`src/rtl/tap_pkg.sv`:
```
// Shared TAP definitions: FSM state encoding, opcodes, IR defaults, TDO source select.
package tap_pkg;

  localparam int         IR_WIDTH_DEF   = 4;
  localparam logic [3:0] IR_CAPTURE_DEF = 4'b0101;

  localparam logic [3:0] OP_EXTEST   = 4'h0;
  localparam logic [3:0] OP_SAMPLE   = 4'h1;
  localparam logic [3:0] OP_IDCODE   = 4'h2;
  localparam logic [3:0] OP_USERCODE = 4'h3;
  localparam logic [3:0] OP_INTEST   = 4'h4;
  localparam logic [3:0] OP_RUNBIST  = 4'h5;
  localparam logic [3:0] OP_CLAMP    = 4'h6;
  localparam logic [3:0] OP_HIGHZ    = 4'h7;
  localparam logic [3:0] OP_BYPASS   = 4'hF;

  // Classic 1149.1 encoding so STATE matches common logic-analyser decoders.
  typedef enum logic [3:0] {
    TLR    = 4'hF,
    RTI    = 4'hC,
    SEL_DR = 4'h7,
    CAP_DR = 4'h6,
    SH_DR  = 4'h2,
    EX1_DR = 4'h1,
    PAU_DR = 4'h3,
    EX2_DR = 4'h0,
    UPD_DR = 4'h5,
    SEL_IR = 4'h4,
    CAP_IR = 4'hE,
    SH_IR  = 4'hA,
    EX1_IR = 4'h9,
    PAU_IR = 4'hB,
    EX2_IR = 4'h8,
    UPD_IR = 4'hD
  } tap_state_t;

  typedef enum logic [1:0] {
    TDO_SEL_IR  = 2'd0,
    TDO_SEL_BYP = 2'd1,
    TDO_SEL_DR  = 2'd2
  } tdo_sel_t;

endpackage

```
`src/rtl/tap_fsm.sv`:
```
// 16-state TAP FSM stepped by TMS on posedge TCK; state is registered, no backpressure.
// Synchronous active-low reset parks the machine in TLR regardless of TMS.
module tap_fsm
  import tap_pkg::*;
(
  input  logic       TCK,
  input  logic       rst,
  input  logic       TMS,
  output tap_state_t state
);

  tap_state_t state_nxt;

  always_ff @(posedge TCK) begin
    if (!rst) state <= TLR;
    else      state <= state_nxt;
  end

  always_comb begin
    state_nxt = state;
    case (state)
      TLR:     state_nxt = TMS ? TLR    : RTI;
      RTI:     state_nxt = TMS ? SEL_DR : RTI;
      SEL_DR:  state_nxt = TMS ? SEL_IR : CAP_DR;
      CAP_DR:  state_nxt = TMS ? EX1_DR : SH_DR;
      SH_DR:   state_nxt = TMS ? EX1_DR : SH_DR;
      EX1_DR:  state_nxt = TMS ? UPD_DR : PAU_DR;
      PAU_DR:  state_nxt = TMS ? EX2_DR : PAU_DR;
      EX2_DR:  state_nxt = TMS ? UPD_DR : SH_DR;
      UPD_DR:  state_nxt = TMS ? SEL_DR : RTI;
      SEL_IR:  state_nxt = TMS ? TLR    : CAP_IR;
      CAP_IR:  state_nxt = TMS ? EX1_IR : SH_IR;
      SH_IR:   state_nxt = TMS ? EX1_IR : SH_IR;
      EX1_IR:  state_nxt = TMS ? UPD_IR : PAU_IR;
      PAU_IR:  state_nxt = TMS ? EX2_IR : PAU_IR;
      EX2_IR:  state_nxt = TMS ? UPD_IR : SH_IR;
      UPD_IR:  state_nxt = TMS ? SEL_DR : RTI;
      default: state_nxt = TLR;
    endcase
  end

endmodule

```
`src/rtl/tap_controller.sv`:
```
// TAP controller + IR/bypass: strobes decode state combinationally; TDO path re-registered on negedge TCK.
// No backpressure; optional STATE debug output enabled by define TAP_STATE_OUT_EN.
module tap_controller
  import tap_pkg::*;
#(
  parameter int                  IR_WIDTH   = IR_WIDTH_DEF,
  parameter logic [IR_WIDTH-1:0] IR_CAPTURE = IR_WIDTH'(IR_CAPTURE_DEF)
) (
  input  logic       TCK,
  input  logic       rst,
  input  logic       TMS,
  input  logic       TDI,
  input  logic       BSR_TDO,
  output logic       TDO,
  output logic       TDO_EN,
  output logic       SHIFTDR,
  output logic       CAPTUREDR,
  output logic       UPDATEDR,
  output logic       SHIFTIR,
  output logic       CAPTUREIR,
  output logic       UPDATEIR,
  output logic       TLRESET,
  output logic       BYPASS_SELECT,
  output logic       SAMPLE_SELECT,
  output logic       EXTEST_SELECT,
  output logic       INTEST_SELECT,
  output logic       RUNBIST_SELECT,
  output logic       CLAMP_SELECT,
  output logic       IDCODE_SELECT,
  output logic       USERCODE_SELECT,
  output logic       HIGHZ_SELECT
`ifdef TAP_STATE_OUT_EN
  ,
  output logic [3:0] STATE
`endif
);

  tap_state_t          state;
  logic [IR_WIDTH-1:0] ir;
  logic [IR_WIDTH-1:0] ir_shift;
  logic                bypass;
  logic                ir_tdo;
  logic                byp_tdo;
  tdo_sel_t            tdo_sel;

  tap_fsm u_fsm (
    .TCK   (TCK),
    .rst   (rst),
    .TMS   (TMS),
    .state (state)
  );

`ifdef TAP_STATE_OUT_EN
  assign STATE = state;
`endif

  assign SHIFTDR   = (state == SH_DR);
  assign CAPTUREDR = (state == CAP_DR);
  assign UPDATEDR  = (state == UPD_DR);
  assign SHIFTIR   = (state == SH_IR);
  assign CAPTUREIR = (state == CAP_IR);
  assign UPDATEIR  = (state == UPD_IR);
  assign TLRESET   = (state == TLR);

  // Unknown opcodes fall through to BYPASS so exactly one select is always live.
  always_comb begin
    BYPASS_SELECT   = 1'b0;
    SAMPLE_SELECT   = 1'b0;
    EXTEST_SELECT   = 1'b0;
    INTEST_SELECT   = 1'b0;
    RUNBIST_SELECT  = 1'b0;
    CLAMP_SELECT    = 1'b0;
    IDCODE_SELECT   = 1'b0;
    USERCODE_SELECT = 1'b0;
    HIGHZ_SELECT    = 1'b0;
    case (ir)
      IR_WIDTH'(OP_EXTEST):   EXTEST_SELECT   = 1'b1;
      IR_WIDTH'(OP_SAMPLE):   SAMPLE_SELECT   = 1'b1;
      IR_WIDTH'(OP_IDCODE):   IDCODE_SELECT   = 1'b1;
      IR_WIDTH'(OP_USERCODE): USERCODE_SELECT = 1'b1;
      IR_WIDTH'(OP_INTEST):   INTEST_SELECT   = 1'b1;
      IR_WIDTH'(OP_RUNBIST):  RUNBIST_SELECT  = 1'b1;
      IR_WIDTH'(OP_CLAMP):    CLAMP_SELECT    = 1'b1;
      IR_WIDTH'(OP_HIGHZ):    HIGHZ_SELECT    = 1'b1;
      IR_WIDTH'(OP_BYPASS):   BYPASS_SELECT   = 1'b1;
      default:                BYPASS_SELECT   = 1'b1;
    endcase
  end

  // A partial shift never reaches ir: only UPD_IR copies ir_shift across.
  always_ff @(posedge TCK) begin
    if (!rst) begin
      ir       <= IR_WIDTH'(OP_IDCODE);
      ir_shift <= '0;
      bypass   <= 1'b0;
    end else begin
      case (state)
        CAP_IR:  ir_shift <= IR_CAPTURE;
        SH_IR:   ir_shift <= {TDI, ir_shift[IR_WIDTH-1:1]};
        UPD_IR:  ir       <= ir_shift;
        TLR:     ir       <= IR_WIDTH'(OP_IDCODE);
        CAP_DR:  if (BYPASS_SELECT) bypass <= 1'b0;
        SH_DR:   if (BYPASS_SELECT) bypass <= TDI;
        default: ;
      endcase
    end
  end

  // Falling-edge launch gives the receiver a full half-cycle of hold on TDO.
  always_ff @(negedge TCK) begin
    if (!rst) begin
      ir_tdo  <= 1'b0;
      byp_tdo <= 1'b0;
      TDO_EN  <= 1'b0;
      tdo_sel <= TDO_SEL_IR;
    end else begin
      ir_tdo  <= ir_shift[0];
      byp_tdo <= bypass;
      TDO_EN  <= (state == SH_IR) || (state == SH_DR);
      if (state == SH_IR)
        tdo_sel <= TDO_SEL_IR;
      else if ((state == SH_DR) && BYPASS_SELECT)
        tdo_sel <= TDO_SEL_BYP;
      else
        tdo_sel <= TDO_SEL_DR;
    end
  end

  always_comb begin
    TDO = 1'b0;
    if (TDO_EN) begin
      case (tdo_sel)
        TDO_SEL_IR:  TDO = ir_tdo;
        TDO_SEL_BYP: TDO = byp_tdo;
        default:     TDO = BSR_TDO;
      endcase
    end
  end

endmodule

```
`config.mk`:
```
export PLATFORM = sky130hd
export DESIGN_NAME = tap_controller
export DESIGN_NICKNAME = d
export VERILOG_FILES = /design/src/rtl/tap_pkg.sv /design/src/rtl/tap_fsm.sv /design/src/rtl/tap_controller.sv
export SDC_FILE = /design/constraint.sdc
export NUM_CORES = 1
export LEC_CHECK = 0
export ABC_AREA = 1
export CAP_MARGIN = 30
export CORE_MARGIN = 4
export CORE_UTILIZATION = 35
export DETAILED_ROUTE_END_ITERATION = 8
export HOLD_SLACK_MARGIN = 0.15
export RECOVER_POWER = 25
export SKIP_CTS_REPAIR_TIMING = 1
export SYNTH_ARGS = -nofsm -noshare
export SYNTH_HDL_FRONTEND = slang
export SYNTH_SLANG_ARGS = --single-unit
```
`constraint.sdc`:
```
create_clock -name TCK -period 1.2 [get_ports TCK]
set_input_delay 0.24 -clock TCK [delete_from_list [all_inputs] [get_ports TCK]]
set_output_delay 0.24 -clock TCK [all_outputs]
set_load 0.02 [all_outputs]
```
==> results of run 1 <==
worst paths after layout:
check / slack (ns) / endpoint / from / depth (start not counted)
setup / recovery: -0.72 / TDO / byp_tdo$_SDFF_NN0_ / 5
hold / removal: 0.41 / ir[0]$_SDFFE_PN0P_ / rst / 4
setup reg to reg: -0.51 / tdo_sel[0]$_SDFF_NP0_ / u_fsm.state[1]$_SDFF_PN1_ / 6
hold reg to reg: 0.50 / ir[2]$_SDFFE_PN0P_ / ir[2]$_SDFFE_PN0P_ / 2
per-layer routing:
| metal | wire (um) | track usage (%) | part of all wire (%) | vias to the layer above |
|---|---|---|---|---|
| met1 | 1110 | 19.9 | 42 | 485 |
| met4 | 44 | 6.95 | 1.7 | 0 |
| li1 | - | - | - | 558 |
| met3 | 79 | 3.51 | 3.0 | 5 |
| met5 | 0 | 0 | 0 | - |
| met2 | 1420 | 29.3 | 53 | 13 |
worst max-delay path, cell delays in order, from the launching register on:
cell	delay (ns)
dfxtp_1	0.30
inv_1	0.04
nand2_2	0.05
o21ai_2	0.05
a21oi_2	0.12
buf_4	0.15
cells in the mapped netlist, drive strengths merged:
| cell | number | area share, % |
|---|---|---|
| inv | 24 | 10 |
| clkbuf | 1 | 0.42 |
| dfxtp | 18 | 40 |
| nand3 | 15 | 9.0 |
| buf | 3 | 2.0 |
| nor3 | 10 | 5.6 |
| o21ai | 8 | 4.9 |
| nand2 | 31 | 13 |
| or2 | 1 | 0.70 |
| a21oi | 4 | 2.2 |
| nor2 | 21 | 11 |
stage by stage:
| stage | setup slack [ns] | cell area [um2] | TNS [ns] | power (W) | utilization [%] |
|---|---|---|---|---|---|
| after global placement | -0.809 | 1450 | -10.97 | 0.00263 | 58.9 |
| after CTS | -1.21 | 1490 | -14.75 | 0.00303 | 60.6 |
| after detailed placement | -0.829 | 1450 | -11.52 | 0.00267 | 58.9 |
| final | -0.715 | 1650 | -6.50 | 0.00341 | 67.2 |
| after global routing | -0.787 | 1650 | -7.97 | 0.00367 | 67.2 |
| after floorplan | -0.331 | 967 | -1.05 | 0.00182 | - |
report_power, final:
group | switching (W) | internal (W)
Sequential | 0.000170 | 0.000750
Clock | 0.000244 | 0.000146
Combinational | 0.00107 | 0.00103
cell families after synthesis:
group | synth area share [%]
buffers and inverters | 12.5
AOI/OAI and AO/OA | 7.15
DFF | 40.4
and+or+nand+nor | 40.0
placed cells by master (no fill, tap or decap), types with 5 or more instances in the layout:
cell	count
nand3_1	14
dfxtp_1	9
nor3_4	5
inv_1	22
nor2_4	5
buf_6	12
nand2_1	25
dfxtp_2	6
buf_4	41
nor2_1	14
nor3_2	5
cell type report:
cell class              instances  area [um2]
multi-input cells              90         567
fillers                       215         806
inverters                      23        93.8
flip-flops and latches         18         379
well taps                      30        37.5
repair buffers                 62         526
clock buffers                   3        22.5
clock inverters                 6        23.8
sequential cells by signal, indices dropped and copies added (netlist names):
name and flops:
TDO_EN 1, byp_tdo 1, bypass 1, ir 4, ir_shift 4, ir_tdo 1
tdo_sel 2, u_fsm.state 4
==> flow_summary.yaml, run 1 <==
logic_synthesis:
  yosysWarnings: 0
  syn_area_per_cell_um2: 6.56
  syn_inst: 136
  synth_cell_types: 19
  syn_nets: 141
  synth-seq-cells: 18
  netlist_area_um2: 892
  ys_seq_area_share_pct: 40.4
floorplan:
  ios: 23
  die_h_um: 58.5
  dieArea_mm2: 0.00342
  dieWidth_um: 58.5
  core_area_mm2: 0.00245
  initial_utilization_pct: 36.3
  rows: 18
sta:
  slew_headroom_pct: 81.0
  rsz0062_at_grt: "true"
  hold_viol: 0
  setup_slack_ns: -0.715
  finalMaxSlewViolations: 0
  tightest_slew_ns: 0.285
  skew_ns: 0.0684
  setup_viol: 22
  worst_hold_slack_ns: 0.410
status:
  status: "complete, but fails checks"
  failed_checks: "setup timing"
global_routing:
  grt_pass1_wl_um: 4380
  grt_max_degree: 11
  grtUsageTotal_pct: 16.8
  antenna_found_initial: 0
  grt_pass1_vias: 1016
  grt.overflow.total: 0
worst_hold_path:
  hold_path_class: "input pin to flip-flop"
routing:
  first_pass_iters: 4
  drc: 0
  wl_per_cell_um: 11.4
  vias: 1061
  viasPerCell: 4.57
  routed_wl_um: 2650
  ant_nets: 0
  drt_iter0_drc: 22
cts:
  cts_tree: "yes"
  cts.path.max_buffers: 2
  cts_made_buffers: 3
  htree_levels: 1
  clk_latency_ns: 0.36
  clk_pin_slew_worst_paths_ns: 0.10
  clock_sinks: 18
  root_buffer: "clkbuf_4"
finish:
  layout.cells.non_filler: 232
  area_delta_synth_final_pct: 84.9
  antennaDiodeCount: 0
  fin_nets: 208
  drive_gt1_share_pct: 52.5
critical_path:
  worstSetupPathType: "flip-flop to output port"
  cp.arrival_ns: 1.68
  endpoint_kind: "output port"
  critPathMaxFanout: 1
  critPathRequiredTime_ns: 0.96
  crit_path_start_kind: "flip-flop"
pwr:
  peakVddDrop_mv: 1.61
  power_density_mw_per_mm2: 2070
  p_leak_nw: 0.844
placed_design:
  placed_cells: 217
  hpwl_um: 2060
  io_buffers: 22
  place_congestion: 0.842
job:
  maxCapViolations: 0
No activity file was read; power rests on OpenSTA's default activity.
==> run 2: changes to the inputs <==
CORE_MARGIN = 5   (was 4)
DONT_BUFFER_PORTS = 1   (was unset)
==> run 2 against run 1 <==
  * Die area up 7.0%
  * Register-to-register slack better by 0.20 ns
  * Core utilization up 1.1 points
  * Final area up 1.7%
  * Routed wire length up 22%
  * Clock-buffer cell count up 1
  * Critical path type unchanged
  * The flow still finishes with violations (setup timing)
  * Hold slack worse by 0.26 ns
  * Critical path depth down 2
  * Sequential cell count unchanged
  * Global-route usage down 1.6 points
  * Worst setup slack better by 0.031 ns
==> flow_summary.yaml, run 2 (synthesized netlist as in run 1, its figures left out) <==
status:
  status: "complete, but fails checks"
  failed_checks: "setup timing"
routing:
  ant_nets: 0
  first_pass_iters: 4
  drc: 0
  viasPerCell: 4.96
  routed_wl_um: 3240
  drt_iter0_drc: 28
  wl_per_cell_um: 14.9
  vias: 1076
cts:
  clock_sinks: 18
  clk_pin_slew_worst_paths_ns: 0.11
  cts.path.max_buffers: 2
  cts_tree: "yes"
  cts_made_buffers: 3
  root_buffer: "clkbuf_4"
  htree_levels: 1
  clk_latency_ns: 0.38
sta:
  tightest_slew_ns: 0.258
  skew_ns: 0.0620
  slew_headroom_pct: 82.8
  finalMaxSlewViolations: 0
  hold_viol: 0
  setup_tns_ns: -6.70
  setup_viol: 21
  setup_slack_ns: -0.684
  rsz0062_at_grt: "true"
critical_path:
  critPathMaxStageDelay_ns: 0.32
  critPathTopFamily: "flip-flops"
  crit_buf_inv: 0
  endpoint_kind: "output port"
  ff2ff_setup_slack_ns: -0.31
  slowest_stage: "dfxtp_1"
  r2r_start: "u_fsm.state[1]$_SDFF_PN1_"
  cp.arrival_ns: 1.64
  r2r_end: "tdo_sel[0]$_SDFF_NP0_"
  worstSetupPathType: "flip-flop to output port"
  r2r_cells: 6
  critPathRequiredTime_ns: 0.96
  crit_path_start_kind: "flip-flop"
  critPathMaxFanout: 2
  worstPathCellList: "nand2_2 -> o21ai_2 -> a21oi_4"
worst_hold_path:
  hold_path_class: "input pin to flip-flop"
  holdPathEnd: "u_fsm.state[0]$_SDFF_PN1_"
  hold_depth: 3
  min-delay-start: "TMS"
placed_design:
  io_buffers: 0
  placed_cells: 193
  dp_slack_ns: -0.379
  place_congestion: 0.803
  hpwl_um: 1880
  dpl_cell_area_mm2: 0.00122
floorplan:
  rows: 18
  core_area_mm2: 0.00245
  ios: 23
  dieWidth_um: 60.5
  dieArea_mm2: 0.00366
  initial_utilization_pct: 36.3
  die_h_um: 60.5
global_routing:
  grt_use_met1_pct: 16.1
  use_met2_pct: 28.4
  grt.overflow.total: 0
  grt_max_degree: 11
  grt_pass1_vias: 944
  busiest_layer: "met2"
  grtUsageTotal_pct: 15.2
  antenna_found_initial: 0
  use_met3_pct: 3.62
  grt_pass1_wl_um: 4130
finish:
  mostFrequentLayoutCell: "buf_6"
  drive_gt1_share_pct: 56.7
  fin_nets: 193
  fin_area_mm2: 0.00168
  area_delta_synth_final_pct: 87.9
  top_regs: "ir x4, ir_shift x4, u_fsm.state x4"
  antennaDiodeCount: 0
  layout.cells.non_filler: 217
  fillers: 187
  final_cell_mix: "buf_6 (22), nand2_1 (21), buf_4 (21)"
pwr:
  p_leak_nw: 0.770
  peakVddDrop_mv: 2.11
  power_density_mw_per_mm2: 2190
  power_w: 0.00367
job:
  maxCapViolations: 0
-- run 2: cell types whose count changed in the layout (fill, tap and decap cells not counted), sizes merged --
cell,delta
clkdlybuf4s50,-3
clkbuf,-2
dlygate4sd3,+3
buf,-11
clkinvlp,+1
dlymetal6s2s,-1
inv,-1
clkinv,-1
-- run 2: worst max path at each step --
stage,startpoint,to,slack [ns],cells after the start
detailed placement,byp_tdo$_SDFF_NN0_,TDO,-0.38,4
finish,tdo_sel[0]$_SDFF_NP0_,TDO,-0.68,3
global route,byp_tdo$_SDFF_NN0_,TDO,-0.72,4
global placement,byp_tdo$_SDFF_NN0_,TDO,-0.36,4
CTS,byp_tdo$_SDFF_NN0_,TDO,-0.75,4
floorplan,byp_tdo$_SDFF_NN0_,TDO,-0.33,4
-- run 2: power by group --
group / total [W] / internal [W] / switching, W
sequential: 0.000888 / 0.000751 / 0.000137
clock: 0.000415 / 0.000152 / 0.000263
combinational: 0.00236 / 0.00105 / 0.00131
total: 0.00367 / 0.00195 / 0.00171
-- run 2: metal layers --
| layer | part of all wire (%) | vias to the layer above |
|---|---|---|
| li1 | - | 521 |
| met1 | 36 | 499 |
| met2 | 55 | 41 |
| met3 | 6.3 | 15 |
| met4 | 2.8 | 0 |
| met5 | 0 | - |
-- run 2: layout make-up --
| class | count | area, um2 | area share [%] |
|---|---|---|---|
| multi-input cells | 90 | 651 | 38.8 |
| repair buffers | 47 | 455 | 27.2 |
| flip-flops and latches | 18 | 383 | 22.8 |
| inverters | 23 | 105 | 6.27 |
| well taps | 30 | 37.5 | 2.24 |
| clock buffers | 4 | 26.3 | 1.57 |
| clock inverters | 5 | 18.8 | 1.12 |
-- run 2: stage by stage --
stage	hold slack (ns)	utilization, %
2_1_floorplan	0.369	-
3_3_place_gp	0.368	49.8
3_5_place_dp	0.376	49.8
4_1_cts	0.0526	51.5
5_1_grt	0.152	68.3
6_report	0.145	68.3
-- run 2: tightest hold or removal path, cell delays in order --
cell and delay (ns):
nand3_1 0.07, nand3_1 0.08, nand2_1 0.05
==> run 3: changes to the inputs <==
--- a/config.mk
+++ b/config.mk
@@ -9,2 +9,3 @@
 export CAP_MARGIN = 30
+export CORE_ASPECT_RATIO = 0.6
 export CORE_MARGIN = 5
==> constraint.sdc (replaced) <==
create_clock -name TCK -period 1.2 [get_ports TCK]
set_input_delay 0.36 -clock TCK [delete_from_list [all_inputs] [get_ports TCK]]
set_output_delay 0.36 -clock TCK [all_outputs]
set_load 0.02 [all_outputs]
==> run 3 against run 2 <==
  * The flow still finishes with violations (setup timing)
  * Clock-buffer cell count decreased by 1
  * Worst setup slack got worse by 0.053 ns
  * Cell count decreased by 7.8%
  * Register-to-register slack improved by 0.05 ns
  * Die area increased by 0.90%
  * Sequential power decreased by 0.5%
  * Critical path type unchanged
==> flow_summary.yaml, run 3 (synthesized netlist as in run 1, its figures left out) <==
pwr:
  peakVddDrop_mv: 0.877
  power_density_mw_per_mm2: 2250
  p_leak_nw: 0.680
routing:
  drc: 0
  ant_nets: 0
  vias: 975
  drt_iter0_drc: 41
  viasPerCell: 4.88
  first_pass_iters: 4
  routed_wl_um: 2580
  wl_per_cell_um: 12.9
global_routing:
  antenna_found_initial: 0
  grt_pass1_vias: 851
  grt_max_degree: 11
  grt_pass1_wl_um: 4060
  grtUsageTotal_pct: 14.3
  grt.overflow.total: 0
placed_design:
  hpwl_um: 2030
  io_buffers: 0
  place_congestion: 0.821
  placed_cells: 187
finish:
  antennaDiodeCount: 0
  top_regs: "ir x4, ir_shift x4, u_fsm.state x4"
  ff_latch_area_um2: 379
  fin_nets: 174
  drive_gt1_share_pct: 52.4
  area_delta_synth_final_pct: 67.0
  multiInputGateArea_um2: 629
  mostFrequentLayoutCell: "nand2_1"
  final_cell_mix: "nand2_1 (22), inv_1 (16), nand3_1 (14), buf_6 (14)"
  layout.cells.non_filler: 200
  fillers: 215
floorplan:
  ios: 23
  die_h_um: 49.1
  rows: 14
  core_area_mm2: 0.00247
  initial_utilization_pct: 36.1
  dieWidth_um: 75.2
  dieArea_mm2: 0.00369
critical_path:
  critPathMaxFanout: 1
  worstSetupPathType: "flip-flop to output port"
  critPathRequiredTime_ns: 0.84
  cp.arrival_ns: 1.58
  crit_path_start_kind: "flip-flop"
  endpoint_kind: "output port"
sta:
  hold_viol: 0
  finalMaxSlewViolations: 0
  setup_tns_ns: -6.50
  skew_ns: 0.0660
  rsz0062_at_grt: "true"
  setup_slack_ns: -0.737
  tightest_slew_ns: 0.358
  slew_headroom_pct: 76.1
  setup_viol: 26
cts:
  cts_made_buffers: 3
  root_buffer: "clkbuf_8"
  clock_sinks: 18
  cts.path.max_buffers: 2
  htree_levels: 1
  cts_tree: "yes"
  clk_latency_ns: 0.32
  clk_pin_slew_worst_paths_ns: 0.07
worst_hold_path:
  hold_path_class: "input pin to flip-flop"
status:
  failed_checks: "setup timing"
  status: "complete, but fails checks"
job:
  maxCapViolations: 0
==> run 3: cell count changes in the layout (fill, tap and decap cells not counted), moves of 3 or more <==
cell           change
buf_6              -8
buf_4              -8
clkbuf_8           +3
dlygate4sd3_1      -3
clkbuf_4           -3
==> run 3: report_power, final <==
group	leakage (nW)	switching [W]	internal [W]	total (W)
combinational	0.479	0.00116	0.000821	0.00198
clock	0.0521	0.000242	0.000253	0.000495
sequential	0.149	0.000130	0.000754	0.000884
total	0.680	0.00153	0.00183	0.00336
==> run 3: worst paths after layout <==
check                                                from                        to  slack, ns  cells after the start
worst max-delay path                   byp_tdo$_SDFF_NN0_                       TDO      -0.74                      4
worst min-delay path                                  rst  ir_shift[0]$_SDFFE_PN0N_       0.23                      2
worst max register to register  u_fsm.state[1]$_SDFF_PN1_     tdo_sel[0]$_SDFF_NP0_      -0.26                      6
worst min register to register   ir_shift[3]$_SDFFE_PN0N_  ir_shift[2]$_SDFFE_PN0N_       0.49                      2
==> run 3: routing by layer <==
layer	GRT usage [%]	up-vias	wire length (um)	part of all wire, %
li1	-	485	-	-
met1	20.0	450	1110	43
met2	21.2	35	1250	49
met3	5.56	5	182	7.1
met4	1.74	0	34	1.3
met5	0	-	0	0
==> run 3: cell type report <==
cell class                      count  share of cell area [%]
Multi-Input combinational cell     90                    42.2
Tap cell                           32                    2.69
Inverter                           23                    7.14
Sequential cell                    18                    25.4
Clock buffer                        3                    2.77
Timing Repair Buffer               28                    18.1
Clock inverter                      6                    1.60
==> run 3: worst max-delay path, cell delays in order (launching register included) <==
cell	delay (ns)
dfxtp_1	0.29
inv_1	0.03
nand2_1	0.06
o21ai_2	0.07
a21oi_4	0.20
==> run 3: through the flow <==
stage / total power (W) / instance area, um2 / worst slack (ns) / hold slack, ns / util [%]
floorplan: 0.00196 / 1050 / -0.431 / 0.440 / -
global placement: 0.00244 / 1230 / -0.456 / 0.465 / 49.7
global route: 0.00357 / 1490 / -0.785 / 0.222 / 60.3
CTS: 0.00293 / 1290 / -0.810 / 0.222 / 52.2
detailed placement: 0.00247 / 1230 / -0.475 / 0.493 / 49.7
finish: 0.00336 / 1490 / -0.737 / 0.226 / 60.3
